--- src/rtl/uart_wb_cmd_master_if.sv ---
// Command/response stream and Wishbone master bus of uart_wb_cmd_master.
// master = the command master block itself, slave = the environment around it.
interface uart_wb_cmd_master_if;
    logic        cmd_valid;
    logic        cmd_ready;
    logic        cmd_we;
    logic [4:0]  cmd_addr;
    logic [3:0]  cmd_sel;
    logic [31:0] cmd_wdata;

    logic        rsp_valid;
    logic        rsp_ready;
    logic        rsp_we;
    logic [31:0] rsp_rdata;
    logic        rsp_err;

    logic [4:0]  wb_addr_o;
    logic [31:0] wb_dat_o;
    logic [3:0]  wb_sel_o;
    logic        wb_we_o;
    logic        wb_cyc_o;
    logic        wb_stb_o;
    logic        wb_ack_i;
    logic [31:0] wb_dat_i;

    logic        busy;

    modport master (
        input  cmd_valid, cmd_we, cmd_addr, cmd_sel, cmd_wdata, rsp_ready, wb_ack_i, wb_dat_i,
        output cmd_ready, rsp_valid, rsp_we, rsp_rdata, rsp_err,
               wb_addr_o, wb_dat_o, wb_sel_o, wb_we_o, wb_cyc_o, wb_stb_o, busy
    );

    modport slave (
        output cmd_valid, cmd_we, cmd_addr, cmd_sel, cmd_wdata, rsp_ready, wb_ack_i, wb_dat_i,
        input  cmd_ready, rsp_valid, rsp_we, rsp_rdata, rsp_err,
               wb_addr_o, wb_dat_o, wb_sel_o, wb_we_o, wb_cyc_o, wb_stb_o, busy
    );
endinterface

--- src/rtl/uart_wb_cmd_master.sv ---
// Wishbone classic master feeding the UART register port from a small command FIFO.
// Optional macro WBM_TIMEOUT_EN aborts a cycle after TIMEOUT_CYCLES without ack.
module uart_wb_cmd_master #(
    parameter int CMD_DEPTH      = 4,
    parameter int TIMEOUT_CYCLES = 255
) (
    input  logic                        wb_clk_i,
    input  logic                        wb_rst_i,
    uart_wb_cmd_master_if.master        bus
);
    localparam int AW = $clog2(CMD_DEPTH);

    if (CMD_DEPTH < 2 || (CMD_DEPTH & (CMD_DEPTH - 1)) != 0) begin : g_bad_depth
        $error("CMD_DEPTH must be a power of 2 and at least 2");
    end
    if (TIMEOUT_CYCLES < 1 || TIMEOUT_CYCLES > 65535) begin : g_bad_tmo
        $error("TIMEOUT_CYCLES must be in 1..65535");
    end

    localparam logic [1:0] IDLE = 2'd0;
    localparam logic [1:0] REQ  = 2'd1;
    localparam logic [1:0] RSP  = 2'd2;

    localparam logic [AW:0] PTR_ONE = {{AW{1'b0}}, 1'b1};

    typedef struct packed {
        logic        we;
        logic [4:0]  addr;
        logic [3:0]  sel;
        logic [31:0] wdata;
    } cmd_t;

    cmd_t        mem [CMD_DEPTH];
    cmd_t        head;
    logic [AW:0] wr_ptr, rd_ptr;
    logic        full, empty, push, pop;

    logic [1:0]  state;
    logic [4:0]  addr_q;
    logic [31:0] dat_q;
    logic [3:0]  sel_q;
    logic        we_q, cyc_q;
    logic        rsp_valid_q, rsp_we_q, err_q;
    logic [31:0] rsp_rdata_q;
    logic        tmo_hit;

    // Extra pointer MSB distinguishes full from empty when the index bits match.
    assign empty = (wr_ptr == rd_ptr);
    assign full  = (wr_ptr[AW] != rd_ptr[AW]) && (wr_ptr[AW-1:0] == rd_ptr[AW-1:0]);
    assign push  = bus.cmd_valid && !full;
    assign pop   = (state == IDLE) && !empty;
    assign head  = mem[rd_ptr[AW-1:0]];

    always_ff @(posedge wb_clk_i) begin
        if (push) mem[wr_ptr[AW-1:0]] <= {bus.cmd_we, bus.cmd_addr, bus.cmd_sel, bus.cmd_wdata};
    end

    always_ff @(posedge wb_clk_i or posedge wb_rst_i) begin
        if (wb_rst_i) begin
            wr_ptr <= '0;
            rd_ptr <= '0;
        end else begin
            if (push) wr_ptr <= wr_ptr + PTR_ONE;
            if (pop)  rd_ptr <= rd_ptr + PTR_ONE;
        end
    end

`ifdef WBM_TIMEOUT_EN
    localparam logic [15:0] TMO_LAST = 16'(TIMEOUT_CYCLES - 1);
    logic [15:0] tmo_cnt;

    // Counts REQ cycles without ack; reads zero whenever the FSM is outside REQ.
    always_ff @(posedge wb_clk_i or posedge wb_rst_i) begin
        if (wb_rst_i)                tmo_cnt <= '0;
        else if (state != REQ)       tmo_cnt <= '0;
        else if (!bus.wb_ack_i)      tmo_cnt <= tmo_cnt + 16'd1;
    end

    // Ack on the expiry edge wins over the abort.
    assign tmo_hit = (state == REQ) && !bus.wb_ack_i && (tmo_cnt == TMO_LAST);
`else
    assign tmo_hit = 1'b0;
`endif

    always_ff @(posedge wb_clk_i or posedge wb_rst_i) begin
        if (wb_rst_i) begin
            state       <= IDLE;
            addr_q      <= '0;
            dat_q       <= '0;
            sel_q       <= '0;
            we_q        <= 1'b0;
            cyc_q       <= 1'b0;
            rsp_valid_q <= 1'b0;
            rsp_we_q    <= 1'b0;
            rsp_rdata_q <= '0;
            err_q       <= 1'b0;
        end else begin
            case (state)
                IDLE: begin
                    if (!empty) begin
                        addr_q <= head.addr;
                        dat_q  <= head.wdata;
                        sel_q  <= head.sel;
                        we_q   <= head.we;
                        cyc_q  <= 1'b1;
                        state  <= REQ;
                    end
                end
                REQ: begin
                    if (bus.wb_ack_i || tmo_hit) begin
                        cyc_q       <= 1'b0;
                        dat_q       <= '0;
                        rsp_valid_q <= 1'b1;
                        rsp_we_q    <= we_q;
                        rsp_rdata_q <= (bus.wb_ack_i && !we_q) ? bus.wb_dat_i : 32'd0;
                        err_q       <= tmo_hit;
                        state       <= RSP;
                    end
                end
                RSP: begin
                    if (bus.rsp_ready) begin
                        rsp_valid_q <= 1'b0;
                        state       <= IDLE;
                    end
                end
                default: state <= IDLE;
            endcase
        end
    end

    assign bus.cmd_ready = !full;
    assign bus.wb_addr_o = addr_q;
    assign bus.wb_dat_o  = dat_q;
    assign bus.wb_sel_o  = sel_q;
    assign bus.wb_we_o   = we_q;
    assign bus.wb_cyc_o  = cyc_q;
    assign bus.wb_stb_o  = cyc_q;
    assign bus.rsp_valid = rsp_valid_q;
    assign bus.rsp_we    = rsp_we_q;
    assign bus.rsp_rdata = rsp_rdata_q;
    assign bus.rsp_err   = err_q;
    assign bus.busy      = (state != IDLE) || !empty;
endmodule

--- src/flat_wrapper.sv ---
// flat-port wrapper written by rule: the top's interface ports become plain ports
module uart_wb_cmd_master_flat 
#(
    parameter int CMD_DEPTH      = 4,
    parameter int TIMEOUT_CYCLES = 255
)
  (wb_clk_i, wb_rst_i, bus_cmd_valid, bus_cmd_we, bus_cmd_addr, bus_cmd_sel, bus_cmd_wdata, bus_rsp_ready, bus_wb_ack_i, bus_wb_dat_i, bus_cmd_ready, bus_rsp_valid, bus_rsp_we, bus_rsp_rdata, bus_rsp_err, bus_wb_addr_o, bus_wb_dat_o, bus_wb_sel_o, bus_wb_we_o, bus_wb_cyc_o, bus_wb_stb_o, bus_busy);
  uart_wb_cmd_master_if bus_i ();
  input  logic wb_clk_i;
  input  logic wb_rst_i;
  input wire logic [$bits(bus_i.cmd_valid)-1:0] bus_cmd_valid;
  input wire logic [$bits(bus_i.cmd_we)-1:0] bus_cmd_we;
  input wire logic [$bits(bus_i.cmd_addr)-1:0] bus_cmd_addr;
  input wire logic [$bits(bus_i.cmd_sel)-1:0] bus_cmd_sel;
  input wire logic [$bits(bus_i.cmd_wdata)-1:0] bus_cmd_wdata;
  input wire logic [$bits(bus_i.rsp_ready)-1:0] bus_rsp_ready;
  input wire logic [$bits(bus_i.wb_ack_i)-1:0] bus_wb_ack_i;
  input wire logic [$bits(bus_i.wb_dat_i)-1:0] bus_wb_dat_i;
  output wire logic [$bits(bus_i.cmd_ready)-1:0] bus_cmd_ready;
  output wire logic [$bits(bus_i.rsp_valid)-1:0] bus_rsp_valid;
  output wire logic [$bits(bus_i.rsp_we)-1:0] bus_rsp_we;
  output wire logic [$bits(bus_i.rsp_rdata)-1:0] bus_rsp_rdata;
  output wire logic [$bits(bus_i.rsp_err)-1:0] bus_rsp_err;
  output wire logic [$bits(bus_i.wb_addr_o)-1:0] bus_wb_addr_o;
  output wire logic [$bits(bus_i.wb_dat_o)-1:0] bus_wb_dat_o;
  output wire logic [$bits(bus_i.wb_sel_o)-1:0] bus_wb_sel_o;
  output wire logic [$bits(bus_i.wb_we_o)-1:0] bus_wb_we_o;
  output wire logic [$bits(bus_i.wb_cyc_o)-1:0] bus_wb_cyc_o;
  output wire logic [$bits(bus_i.wb_stb_o)-1:0] bus_wb_stb_o;
  output wire logic [$bits(bus_i.busy)-1:0] bus_busy;
  assign bus_i.cmd_valid = bus_cmd_valid;
  assign bus_i.cmd_we = bus_cmd_we;
  assign bus_i.cmd_addr = bus_cmd_addr;
  assign bus_i.cmd_sel = bus_cmd_sel;
  assign bus_i.cmd_wdata = bus_cmd_wdata;
  assign bus_i.rsp_ready = bus_rsp_ready;
  assign bus_i.wb_ack_i = bus_wb_ack_i;
  assign bus_i.wb_dat_i = bus_wb_dat_i;
  assign bus_cmd_ready = bus_i.cmd_ready;
  assign bus_rsp_valid = bus_i.rsp_valid;
  assign bus_rsp_we = bus_i.rsp_we;
  assign bus_rsp_rdata = bus_i.rsp_rdata;
  assign bus_rsp_err = bus_i.rsp_err;
  assign bus_wb_addr_o = bus_i.wb_addr_o;
  assign bus_wb_dat_o = bus_i.wb_dat_o;
  assign bus_wb_sel_o = bus_i.wb_sel_o;
  assign bus_wb_we_o = bus_i.wb_we_o;
  assign bus_wb_cyc_o = bus_i.wb_cyc_o;
  assign bus_wb_stb_o = bus_i.wb_stb_o;
  assign bus_busy = bus_i.busy;
  uart_wb_cmd_master #(.CMD_DEPTH(CMD_DEPTH), .TIMEOUT_CYCLES(TIMEOUT_CYCLES)) u_core (.wb_clk_i(wb_clk_i), .wb_rst_i(wb_rst_i), .bus(bus_i));
endmodule
--- config.mk ---
export PLATFORM = sky130hd
export DESIGN_NAME = uart_wb_cmd_master_flat
export DESIGN_NICKNAME = d
export VERILOG_FILES = /design/src/rtl/uart_wb_cmd_master_if.sv /design/src/rtl/uart_wb_cmd_master.sv /design/src/flat_wrapper.sv
export SDC_FILE = /design/constraint.sdc
export NUM_CORES = 1
export LEC_CHECK = 0
export BUFFER_PORTS_ARGS = -buffer_cell sky130_fd_sc_hd__buf_2
export CORE_UTILIZATION = 60
export DETAILED_ROUTE_END_ITERATION = 12
export PLACE_DENSITY = 0.8
export SLEW_MARGIN = 40
export SYNTH_ARGS = -nofsm -noshare
export SYNTH_HDL_FRONTEND = slang
export SYNTH_SLANG_ARGS = --single-unit
--- constraint.sdc ---
create_clock -name wb_clk_i -period 6.9 [get_ports wb_clk_i]
set_input_delay 1.035 -clock wb_clk_i [delete_from_list [all_inputs] [get_ports wb_clk_i]]
set_output_delay 1.035 -clock wb_clk_i [all_outputs]
set_load 0.005 [all_outputs]
-- Yosys cells after proc, flatten, opt, wreduce, memory -nomap -nowiden
Memory sizes are Yosys's and may differ from the RTL's.
Cells that the tools add are included.
Widths: inputs -> output; s select.
- memories kept: 1
- output and inout port bits: 81
- bits in registers: 85
- logic and storage cells: 56
- input port bits: 79
- RAM bits: 168
- bitwise gates (word level): 1
- muxes and demuxes: 16
- reductions and logical operators: 17
- $add $sub $neg: 2
- equal/unequal tests: 8
- memories (memory ; words ; bits a word ; read ports ; clocked after memory_dff ; wr ports ; RTL line ; RTL):
    u_core.mem ; 4 ; 42 ; 1 ; 0 ; 1 ; uart_wb_cmd_master.sv:33 ; cmd_t mem [CMD_DEPTH];
- operators by type and width (kind ; number):
    $mux 32 ; 3
    $pmux 32 s2 ; 1
    $reduce_and 3->1 ; 3
    $add 3x1->3 const B ; 2
    $mux 1 ; 6
    $mux 2 ; 3
    $ne 2x2->1 const B ; 3
    $pmux 2 s3 ; 1
    $reduce_bool 2->1 ; 3
    $logic_and 1x1->1 ; 4
    $pmux 1 s2 ; 2
    $reduce_and 2->1 ; 2
    $eq 3x3->1 ; 1
    $logic_not 1->1 ; 3
    $eq 2x1->1 const B ; 1
    $eq 2x2->1 ; 1
    $eq 2x2->1 const B ; 1
    $logic_not 2->1 ; 1
    $logic_or 1x1->1 ; 1
    $ne 1x1->1 ; 1
    $not 1->1 ; 1

-- Logic depth before layout (Yosys ltp)
- word-level depth: 6
- depth in mapped cells: 6
- depth with buffers taken out: 3

-- Least setup slack after synthesis
Ideal clock, no wire load.
- path type: input to register
- from: input port bus_cmd_valid
- to: memory u_core.mem[0][0] (netlist name), enable pin
- required time: 6496 ps
- stages: 2
- buffers on the path: 0
- path slack: 4218 ps
- arrival time: 2279 ps
- setup time: 404 ps
- cell sequence: o31a_1 and2_1
- cells in the longest elaborated chain, start to end: 3
- ends and longest elaborated chain (what ; RTL line ; RTL):
    start: declaration ; flat_wrapper.sv:11 ; input wire logic [$bits(bus_i.cmd_valid)-1:0] bus_cmd_valid;
    $logic_and 1x1->1 ; uart_wb_cmd_master.sv:50 ; assign push = bus.cmd_valid && !full;
    $mux 1 ; uart_wb_cmd_master.sv:55 ; if (push) mem[wr_ptr[AW-1:0]] <= {bus.cmd_we, bus.cmd_addr, bus.cmd_sel, bus.cmd_wdata};
    $mux 1 (not written as such) ; uart_wb_cmd_master.sv:55 ;
    end: declaration ; uart_wb_cmd_master.sv:33 ;
No other way between the ends.

-- Worst setup path after layout
- from: register u_core.rd_ptr[1]
- to: output port bus_busy
- cells in the longest elaborated chain, start to end: 3
- ends and longest elaborated chain (what ; RTL line ; RTL):
    start: declaration ; uart_wb_cmd_master.sv:35 ; logic [AW:0] wr_ptr, rd_ptr;
    start signal: assignment ; uart_wb_cmd_master.sv:64 ; if (pop) rd_ptr <= rd_ptr + PTR_ONE;
    $eq 3x3->1 ; uart_wb_cmd_master.sv:48 ; assign empty = (wr_ptr == rd_ptr);
    $logic_not 1->1 ; uart_wb_cmd_master.sv:142 ; assign bus.busy = (state != IDLE) || !empty;
    $logic_or 1x1->1 ; uart_wb_cmd_master.sv:142 ;
    end: declaration ; flat_wrapper.sv:30 ; output wire logic [$bits(bus_i.busy)-1:0] bus_busy;
No other way between the ends.

==> results by group <==
Outcome
  – Status: finished, final reports clean

Min path
  – Worst Hold Depth: 2
  – Hold-critical path endpoint: u_core.bus.rsp_rdata[17]
  – Kind of path behind the tightest hold check: flop to flop
  – HP Start: u_core.bus.rsp_rdata[17]

Cells and area
  – Post-route non-filler standard cell count: 966
  – Final instance area: 11600 um^2
  – Proportion of layout cells with a drive suffix above 1: 0.358
  – Fillcell total: 976
  – Seq. cell area: 7180 um^2
  – Most frequent cells in the layout: 168 x edfxtp_1, 158 x buf_2, 82 x dfrtp_1
  – Area of the multi-input gates: 2350 um^2
  – Most frequent standard cell in the layout excluding fill and tap cells: edfxtp_1
  – Final-stage net count: 815
  – Layout overhead on the synthesized area: 18.1%

Clocking
  – Post-CTS Hold Fix Bufs: 0
  – Source-to-sink clock delay at the later pin of the worst-skew pair: 0.51 ns
  – Sink Count: 253
  – Maximum buffer depth of the clock tree: 3
  – Setup Buffers After CTS: 0
  – H-tree levels: 1
  – TritonCTS clock tree: yes
  – Number of cells upsized or downsized after cts: 0
  – CTS Buf Count: 25
  – Clock slew at the register clock pins of the worst setup and hold paths: 0.06 ns
  – Root Buffer: clkbuf_16

Job
  – Maxcap violations: 0

Placed design
  – Post-placement cell area: 10800 um^2
  – Cell Count Post-Placement: 920
  – DP Wirelength: 11100 um
  – Total of buffers placed on input and output ports: 158
  – Gp weighted congestion: 0.699
  – Post-placement setup slack: 4.12 ns

STA
  – Setup WS post-layout: 3.75 ns
  – Slew headroom: 0.561
  – Pins Over Slew Limit: 0
  – Clock skew: 0.00821 ns
  – Setup repair after global routing missed its margin: no
  – Final sum of negative setup slack: 0 ns
  – Final hold viol count: 0
  – Slew at the pin closest to its max-slew limit: 0.659 ns
  – Share of the cycle needed by the critical path after routing: 0.456
  – # setup viols final: 0
  – Maximum operating frequency: 318 MHz
  – Period minus WS final: 3.15 ns

Floorplanning
  – Number of core rows: 46
  – Die Span Y: 130 um
  – Die Outline Area: 16900 um^2
  – Die extent in x: 130 um
  – I/O pin total: 160
  – Initial Util: 0.617
  – Area inside the core boundary: 15900 um^2

Logic synthesis
  – XOR/XNOR share of the synthesized area: 0.0106
  – Synth Area per Inst: 17.3 um^2
  – Simple-gate share of the synthesized area: 0.0511
  – Sequential cell area fraction in the yosys report: 0.729
  – Fraction of the mapped netlist area in adder cells: 0.00636
  – Warning count from the yosys run: 0
  – Async set-reset flop share out of synthesis: 0.336
  – Flip-flop and latch count after synthesis: 253
  – Combinational family with the most area after synthesis: multiplexers
  – Number of enable-type register cells in the synthesized netlist: 168
  – Share of synthesized area spent on multiplexers: 0.146
  – Cell Area, Synth: 9840 um^2
  – Ys flop type: edfxtp_1
  – Number of different library cells in the post-synthesis netlist: 33
  – Share of the synthesized area in compound gates (AO/OA/AOI/OAI): 0.0231
  – Net count after synthesis: 653
  – Mapped Cells: 569

Power
  – Pwr per Cell Area: 459 nW/um^2
  – Max IR drop VDD: 0.257 mV
  – Reported leakage power: 4.86 nW

Drt
  – Average wire per standard cell: 18.4 um
  – Post-route ant nets: 0
  – Count of routing violations after the opening detailed-route iteration: 247
  – Count of vias placed by the detailed router: 5179
  – First drt pass iteration count: 4
  – Via-to-Cell Ratio: 5.36
  – # DRC: 0
  – Post-detailed-routing wire length: 17700 um

Critical path
  – Reg-to-reg slack, setup: 4.16 ns
  – Worst reg2reg path startpoint: u_core.rd_ptr[1]
  – Kind of launch point of the worst setup path: flop
  – Category of the critical setup timing path: flop to output port
  – WP data arrival: 2.11 ns
  – Crit path launch: u_core.rd_ptr[1]
  – Critical path fanouts, max: 45
  – Worst path required time: 5.86 ns
  – Worst reg2reg path endpoint: u_core.bus.wb_addr_o[0]
  – Nature of the critical path endpoint: output port
  – Crit path max-delay cell type: dfrtp_4
  – Maximum single-stage delay on the critical path: 0.86 ns
  – Number of cell instances on the worst register-to-register path: 4
  – Crit path cell chain: xor2_2 > nor2_1 > nand3_1 > buf_2

Global routing
  – Largest net degree at the start of global routing: 86
  – Number of antenna violations at the first check in global routing: 1
  – First-pass GRT wire length: 27100 um
  – GRT Util Overall: 0.214
  – Vias in the first global route: 5248
  – Leftover overflow at the end of global routing: 0
==> stage by stage <==
step / total power [mW] / utilization / hold WS [ns]
floorplan: 3.55 / - / 0.457
global placement: 3.95 / 0.674 / 0.458
detailed placement: 4.06 / 0.678 / 0.466
CTS: 5.40 / 0.729 / 0.479
global route: 5.65 / 0.729 / 0.498
finish: 5.33 / 0.729 / 0.474
==> metal layers <==
| layer | GRT usage | share of wire | up-vias | wire length [um] |
|---|---|---|---|---|
| met4 | 0.0513 | 0.014 | 0 | 242 |
| met1 | 0.278 | 0.41 | 2562 | 7200 |
| met3 | 0.0476 | 0.080 | 22 | 1420 |
| met2 | 0.372 | 0.50 | 201 | 8870 |
| met5 | 0 | 0 | - | 0 |
| li1 | - | - | 2394 | - |
==> sequential cells by signal, indices dropped and copies added (netlist names), 2 cells and up <==
signal	cells
u_core.mem	168
u_core.bus.wb_sel_o	4
u_core.bus.wb_dat_o	32
u_core.wr_ptr	3
u_core.bus.wb_addr_o	5
u_core.state	2
u_core.rd_ptr	3
u_core.bus.rsp_rdata	32
==> layout make-up <==
cell class | instances | share of cell area
flip-flops and latches | 253 | 0.618
clock inverters | 15 | 0.0128
well taps | 216 | 0.0233
multi-input cells | 250 | 0.202
diodes | 1 | 0.000215
inverters | 36 | 0.0123
clock buffers | 30 | 0.0572
repair buffers | 165 | 0.0740
==> worst max-delay path by stage <==
stage | to | slack [ns] | cells past startpoint
finish | bus_busy | 3.75 | 4
global route | bus_busy | 3.56 | 4
CTS | bus_busy | 3.71 | 4
detailed placement | u_core.bus.wb_addr_o[0] | 4.12 | 4
global placement | u_core.bus.wb_addr_o[0] | 3.49 | 4
floorplan | u_core.bus.rsp_rdata[0] | 3.67 | 1
==> synth_stat cells, types with 2 or more instances <==
cell,n,area share
dfrtp_1,85,0.22
nand2b_1,33,0.021
buf_4,5,0.0038
and2_1,3,0.0019
edfxtp_1,168,0.51
mux4_2,42,0.096
xor2_2,2,0.0033
mux2_2,7,0.0080
ha_1,5,0.0064
xnor2_1,4,0.0036
inv_1,36,0.014
nand2_1,67,0.026
nor2_1,2,0.00076
buf_6,6,0.0069
mux2_4,6,0.0092
buf_1,2,0.00076
mux2i_1,32,0.033
buf_2,6,0.0031
o21ai_0,35,0.018
clkbuf_1,10,0.0038
==> kinds of logic (layout without fill, tap and decap cells) <==
group	Yosys count	after routing
other cells	1	2
buf+inv	66	246
flops	253	253
simple gates	108	108
mux	87	87
compound gates	41	41
xor+xnor	8	8
fa+ha+maj	5	5
==> worst max-delay path, delay by kind of cell, from the launching register on <==
kind                      cells  cell delay, ns
DFF                           1            0.86
xor gates and xnor gates      1            0.26
buffers and inverters         1            0.18
and+or+nand+nor               2            0.32
==> report_power, final <==
part | switching (mW) | internal [mW] | total [mW]
registers | 0.305 | 2.11 | 2.41
clock network | 0.540 | 0.797 | 1.34
logic | 0.772 | 0.811 | 1.58
Note: power is estimated with default switching activity, not from simulation.
